<file path="src/rtl/stream_dot.sv">
// stream_dot: signed dot-product reducer; multiplies joined {a, b} beats and emits one sum per K_LEN beats.
// Build option: define STREAM_DOT_SAT_EN to clamp the result to the signed OUT_WIDTH range instead of wrapping.
module stream_dot #(
    parameter int unsigned A_WIDTH   = 8,
    parameter int unsigned B_WIDTH   = 8,
    parameter int unsigned K_LEN     = 4,
    parameter int unsigned ACC_WIDTH = A_WIDTH + B_WIDTH + $clog2(K_LEN),
    parameter int unsigned OUT_WIDTH = ACC_WIDTH
) (
    input  logic                         clk,
    input  logic                         reset,
    input  logic                         i_valid,
    output logic                         i_ready,
    input  logic [A_WIDTH+B_WIDTH-1:0]   i_data,
    output logic                         o_valid,
    input  logic                         o_ready,
    output logic [OUT_WIDTH-1:0]         o_data
);

    localparam int unsigned P_WIDTH   = A_WIDTH + B_WIDTH;
    localparam int unsigned CNT_WIDTH = $clog2(K_LEN);
    localparam logic [CNT_WIDTH-1:0] CNT_LAST = CNT_WIDTH'(K_LEN - 1);

    logic signed [A_WIDTH-1:0]   op_a;
    logic signed [B_WIDTH-1:0]   op_b;
    logic signed [P_WIDTH-1:0]   prod_c;
    logic                        in_hs_c;
    logic                        stage2_take_c;
    logic signed [ACC_WIDTH-1:0] p_ext_c;
    logic signed [ACC_WIDTH-1:0] sum_c;
    logic [OUT_WIDTH-1:0]        out_c;

    logic [CNT_WIDTH-1:0]        cnt;
    logic                        p_valid;
    logic                        p_last;
    logic signed [P_WIDTH-1:0]   p_data;
    logic signed [ACC_WIDTH-1:0] acc;
    logic                        acc_busy;

    assign op_a   = i_data[P_WIDTH-1:B_WIDTH];
    assign op_b   = i_data[B_WIDTH-1:0];
    assign prod_c = P_WIDTH'(op_a) * P_WIDTH'(op_b);

    // A stalled last product is the only thing that blocks stage 2, so i_ready never looks at i_valid.
    assign stage2_take_c = p_valid && !(p_last && o_valid && !o_ready);
    assign i_ready       = !p_valid || stage2_take_c;
    assign in_hs_c       = i_valid && i_ready;

    assign p_ext_c = ACC_WIDTH'(p_data);
    assign sum_c   = acc_busy ? (acc + p_ext_c) : p_ext_c;

`ifdef STREAM_DOT_SAT_EN
    localparam logic signed [ACC_WIDTH-1:0] SAT_MAX =
        {{(ACC_WIDTH-OUT_WIDTH+1){1'b0}}, {(OUT_WIDTH-1){1'b1}}};
    localparam logic signed [ACC_WIDTH-1:0] SAT_MIN =
        {{(ACC_WIDTH-OUT_WIDTH+1){1'b1}}, {(OUT_WIDTH-1){1'b0}}};

    // Clamp to the signed output range.
    always_comb begin
        out_c = sum_c[OUT_WIDTH-1:0];
        if (sum_c > SAT_MAX) begin
            out_c = SAT_MAX[OUT_WIDTH-1:0];
        end else if (sum_c < SAT_MIN) begin
            out_c = SAT_MIN[OUT_WIDTH-1:0];
        end
    end
`else
    // Two's complement wrap: keep the low bits.
    always_comb begin
        out_c = sum_c[OUT_WIDTH-1:0];
    end
`endif

    // Element counter, wraps after the last element of a vector.
    always_ff @(posedge clk or negedge reset) begin
        if (!reset) begin
            cnt <= '0;
        end else if (in_hs_c) begin
            if (cnt == CNT_LAST) begin
                cnt <= '0;
            end else begin
                cnt <= cnt + 1'b1;
            end
        end
    end

    // Stage 1: product register.
    always_ff @(posedge clk or negedge reset) begin
        if (!reset) begin
            p_valid <= 1'b0;
            p_last  <= 1'b0;
            p_data  <= '0;
        end else begin
            if (in_hs_c) begin
                p_valid <= 1'b1;
                p_last  <= (cnt == CNT_LAST);
                p_data  <= prod_c;
            end else if (stage2_take_c) begin
                p_valid <= 1'b0;
            end
        end
    end

    // Stage 2: accumulate; the last product goes straight to the output register.
    always_ff @(posedge clk or negedge reset) begin
        if (!reset) begin
            acc      <= '0;
            acc_busy <= 1'b0;
        end else if (stage2_take_c) begin
            if (p_last) begin
                acc_busy <= 1'b0;
            end else begin
                acc      <= sum_c;
                acc_busy <= 1'b1;
            end
        end
    end

    // Output register; a new result may replace the one being consumed on the same edge.
    always_ff @(posedge clk or negedge reset) begin
        if (!reset) begin
            o_valid <= 1'b0;
            o_data  <= '0;
        end else begin
            if (stage2_take_c && p_last) begin
                o_valid <= 1'b1;
                o_data  <= out_c;
            end else if (o_ready) begin
                o_valid <= 1'b0;
            end
        end
    end

endmodule

</file>
<file path="config.mk">
export PLATFORM = sky130hd
export DESIGN_NAME = stream_dot
export DESIGN_NICKNAME = d
export VERILOG_FILES = /design/src/rtl/stream_dot.sv
export SDC_FILE = /design/constraint.sdc
export NUM_CORES = 1
export LEC_CHECK = 0
export ABC_CLOCK_PERIOD_IN_PS = 2800
export BUFFER_PORTS_ARGS = -buffer_cell sky130_fd_sc_hd__buf_4
export CORE_MARGIN = 2
export CORE_UTILIZATION = 30
export DETAILED_ROUTE_END_ITERATION = 12
export MAX_ROUTING_LAYER = met4
export PLACE_DENSITY = 0.48
export SETUP_SLACK_MARGIN = 0.2
export SKIP_CTS_REPAIR_TIMING = 1
export SLEW_MARGIN = 20
export SYNTH_ARGS = -nofsm -noshare
export SYNTH_HDL_FRONTEND = slang
export SYNTH_SLANG_ARGS = --single-unit
</file>
<file path="constraint.sdc">
create_clock -name clk -period 2.8 [get_ports clk]
set_input_delay 0 -clock clk [delete_from_list [all_inputs] [get_ports clk]]
set_output_delay 0 -clock clk [all_outputs]
set_load 0.005 [all_outputs]
</file>
Word-level counts from Yosys, hierarchy flattened:

Index checks and enable logic that the tools add are counted.

* add/subtract/negate cells: 2
* multipliers: 1
* div/mod/pow operators: 0
* magnitude comparators: 0
* equality and inequality tests: 1
* shift-type cells: 0
* mux-type cells: 7
* bitwise logic cells: 1
* reductions and logical operators: 12

Operators with widths (number)
* $add A18 B16 Y18: 1
* $mux W18: 1
* $mul A8 B8 Y16: 1
* $logic_and A1 B1 Y1: 5
* $mux W1: 5
* $reduce_bool A2 Y1: 2
* $logic_not A1 Y1: 3
* $add A2 B1 Y2 const B: 1
* $eq A2 B2 Y1 const B: 1
* $mux W2: 1
* $reduce_and A2 Y1: 1
* $logic_or A1 B1 Y1: 1
* $not A1 Y1: 1

* bits in registers: 58
* bits in latches: 0
* memory bits (writable): 0
* ROM bits: 0
* input bits: 20
* output and inout bits: 20
* logic and storage cells: 32
* memories kept: 0

Depth between registers and ports, before layout:

* depth after elaboration: 7
* gate-level depth with buffers: 18
* gate-level depth less buffers: 18

Worst setup path before layout:

OpenSTA, ideal clock, no wires.

* path kind: input to register
* from: input i_data[11]
* to: register p_data[14]
* library setup time: 0.130 ns
* data arrival time: 3.867 ns
* data required time: 2.670 ns
* setup slack: -1.196 ns
* stages: 17
* buffers on the path: 0
* cell sequence: and2_1 > fa_1 > inv_1 > fa_1 > inv_1 > fa_1 > inv_1 > fa_1 > inv_1 > ha_1 > o21ai_2 > a21boi_2 > o31a_1 > or4_1 > a31oi_1 > xor2_1 > o21ai_1

* cells in the longest elaborated chain, start to end: 1

Ends and longest elaborated chain
* start, declared: RTL line 14 `input logic [A_WIDTH+B_WIDTH-1:0] i_data,`
* $mul A8 B8 Y16: RTL line 42 `assign prod_c = P_WIDTH'(op_a) * P_WIDTH'(op_b);`
* end signal, assigned: RTL line 97 `p_data <= prod_c;`
* end, declared: RTL line 36 `logic signed [P_WIDTH-1:0] p_data;`

Every way passes these cells.
A chain may end at the register's enable or synchronous reset.

Worst setup path after layout:

* from: input i_data[4]
* to: register p_data[14]

The elaborated chain is that of the path after synthesis.

==> impl_metrics.tcl <==
set metrics [dict create \
    min_path_type "in -> reg" \
    synth_cell_type_count 46 \
    critPathKind "in -> reg" \
    synth-edff-count 0 \
    wl_per_cell_um 12.4 \
    startpoint_type "input pin" \
    layout_common_cells "91 x buf_4, 76 x inv_1, 71 x nand2_1" \
    core_area_um2 18100 \
    crit_required_ns 2.98 \
    synth_nets 726 \
    status "finished with violations" \
    synth.area.mux_share_pct 3.37 \
    stdcell_count 944 \
    synth.area.top_cells "dfrtp_1 26%, fa_1 20%, ha_1 11%" \
    power_per_cell_area_nw_per_um2 1110 \
    synth_top_area_share_pct 26.1 \
    clockRootBuffer "clkbuf_16" \
    rsz0062_at_grt "yes" \
    port_buffers 39 \
    tritoncts "yes" \
    rows 49 \
    synth-simple-area-share_pct 14.6 \
    synthArstFlopShare_pct 100 \
    synth-seq-cells 58 \
    ff2ff_setup_slack_ns 0.29 \
    worstMarginPinSlew_ns 0.743 \
    fin_ws_ns -0.985 \
    htree_levels 3 \
    worstPathArrival_ns 3.97 \
    grt_pass1_vias 4286 \
    yosysWarnings 0 \
    drv_cap 0 \
    vias 4202 \
    synth_top_family_by_area "adder cells" \
    clock_latency_ns 0.33 \
    fin_skew_ns 0.00899 \
    cp_max_fo 6 \
    layout-drive-gt1-share_pct 28.1 \
    grt-ovfl-total 0 \
    num_io_pins 40 \
    max_freq_mhz 264 \
    clkTransAtPathRegs_ns 0.05 \
    grt_usage_pct 12.7 \
    ir_drop_v 0.000371 \
    cts_num_sinks 58 \
    antenna_found_initial 0 \
    syn_inst 603 \
    timing.final.crit_period_ns 3.79 \
    finalSetupViolCount 9 \
    first_iter_violations 173 \
    grt_start_max_net_pins 59 \
    yosys.area.top_type "dfrtp_1" \
    die_area_um2 19600 \
    avgSynthCellArea_um2 9.23 \
    final_util_pct 40.5 \
    fin_nets 833 \
    die_h_um 140 \
    slew_headroom_pct 50.4 \
    p_leak_nw 3.52 \
    synth_xor_area_share_pct 4.72 \
    dr.pass1.iters 10 \
    antenna_left 0 \
    dp_hpwl_um 9320 \
    dp.cells 916 \
    violations "DRC, setup timing" \
    gp_congestion 0.901 \
    avgViaCountPerCell 4.45 \
    synth_compound_area_share_pct 13.3 \
    ys_seq_area_share_pct 26.1 \
    hold_viol 0 \
    synth_fa_ha_area_share_pct 30.7 \
    layout_commonest_cell "buf_4" \
    die_w_um 140 \
    ys.flop_type "dfrtp_1" \
    num_antenna_cells 0 \
    cts_buffers 9 \
    grt_pass1_wl_um 19900 \
    wirelength_um 11700 \
    drv_slew 0 \
    clockBufferDepth 2 \
    synth.cell_area_um2 5560 \
    min_period_over_period_pct 135 \
    drc 3 \
    syn_to_final_growth_pct 31.8 \
    start_util_pct 30.8 \
    end_kind "register" \
]
[stage by stage]
stage	worst slack (ns)	hold WS, ns	total power, W	cell area, µm²	setup TNS [ns]
3_3_place_gp	-1.34	0.106	0.00630	6630	-9.21
2_1_floorplan	-1.05	-0.296	0.00495	5670	-4.81
3_5_place_dp	-1.38	0.119	0.00638	6630	-9.36
6_report	-0.985	0.0201	0.00812	7330	-5.33
4_1_cts	-1.03	-0.234	0.00755	6950	-5.82
5_1_grt	-1.12	0.0546	0.00895	7330	-6.27
[cells in the mapped netlist (3+ instances only)]
| cell | count |
|---|---|
| o21bai_1 | 4 |
| nor2_1 | 18 |
| o21a_1 | 6 |
| dfrtp_1 | 58 |
| fa_1 | 56 |
| nor2b_1 | 9 |
| a21o_1 | 10 |
| nor3_1 | 5 |
| o31ai_1 | 3 |
| ha_1 | 47 |
| nand2b_1 | 6 |
| inv_1 | 94 |
| and2_1 | 44 |
| nand2_1 | 72 |
| xnor2_1 | 23 |
| a21oi_1 | 21 |
| xor2_1 | 7 |
| o21ai_0 | 54 |
| mux2_2 | 6 |
| clkbuf_1 | 11 |
| mux2i_1 | 12 |
| a31oi_1 | 7 |
[final timing paths]
kind | start | to | cells after the start
setup reg to reg | p_data[0]$_DFFE_PN0P_ | o_data[14]$_DFFE_PN0P_ | 11
hold reg to reg | o_data[17]$_DFFE_PN0P_ | o_data[17]$_DFFE_PN0P_ | 2
max in group asynchronous | reset | p_data[15]$_DFFE_PN0P_ | 2
setup / recovery | i_data[4] | p_data[14]$_DFFE_PN0P_ | 18
hold / removal | o_ready | o_valid$_DFFE_PN0P_ | 3
min in group asynchronous | reset | o_data[2]$_DFFE_PN0P_ | 2
[logic make-up after synthesis]
logic type	count (synthesis)
and+or+nand+nor	165
AOI/OAI and AO/OA	122
buffers and inverters	107
adders and majority gates	103
DFF	58
xor gates and xnor gates	30
muxes	18
[metal layers]
layer  part of all wire, %  GRT usage [%]  up-vias
met2                    45           19.3       59
li1                      -              -     2166
met4                   1.8           4.73        0
met5                     0              -        -
met1                    51           17.4     1960
met3                   2.1           1.50       17
[report_power, final]
part / leakage (nW) / total, W / internal (W) / switching, W
registers: 0.714 / 0.00150 / 0.00123 / 0.000271
clock network: 0.159 / 0.00113 / 0.000758 / 0.000368
logic: 2.65 / 0.00550 / 0.00276 / 0.00274
total: 3.52 / 0.00812 / 0.00474 / 0.00338
[worst max-delay path, stage by stage]
cell,delay (ns)
buf_8,0.11
and2_4,0.15
fa_1,0.54
inv_1,0.05
fa_1,0.49
inv_2,0.04
fa_1,0.52
inv_1,0.05
fa_1,0.49
inv_2,0.05
ha_4,0.22
o21ai_4,0.06
a21boi_2,0.07
o31a_1,0.26
or4_1,0.42
a31oi_1,0.22
xor2_1,0.16
o21ai_1,0.07
[flip-flops by register name, summed over array words and instances, names as in the netlist]
name      cells
acc          18
o_data       18
p_data       16
cnt           2
acc_busy      1
o_valid       1
p_last        1
p_valid       1
[layout make-up]
type | instances | area, µm²
Timing Repair Buffer | 109 | 887
Fill cell | 1776 | 10800
Tap cell | 229 | 287
Inverter | 94 | 355
Multi-Input combinational cell | 438 | 4040
Clock buffer | 12 | 267
Sequential cell | 58 | 1450
Clock inverter | 4 | 48.8
Note: power is estimated with default switching activity, not from simulation.
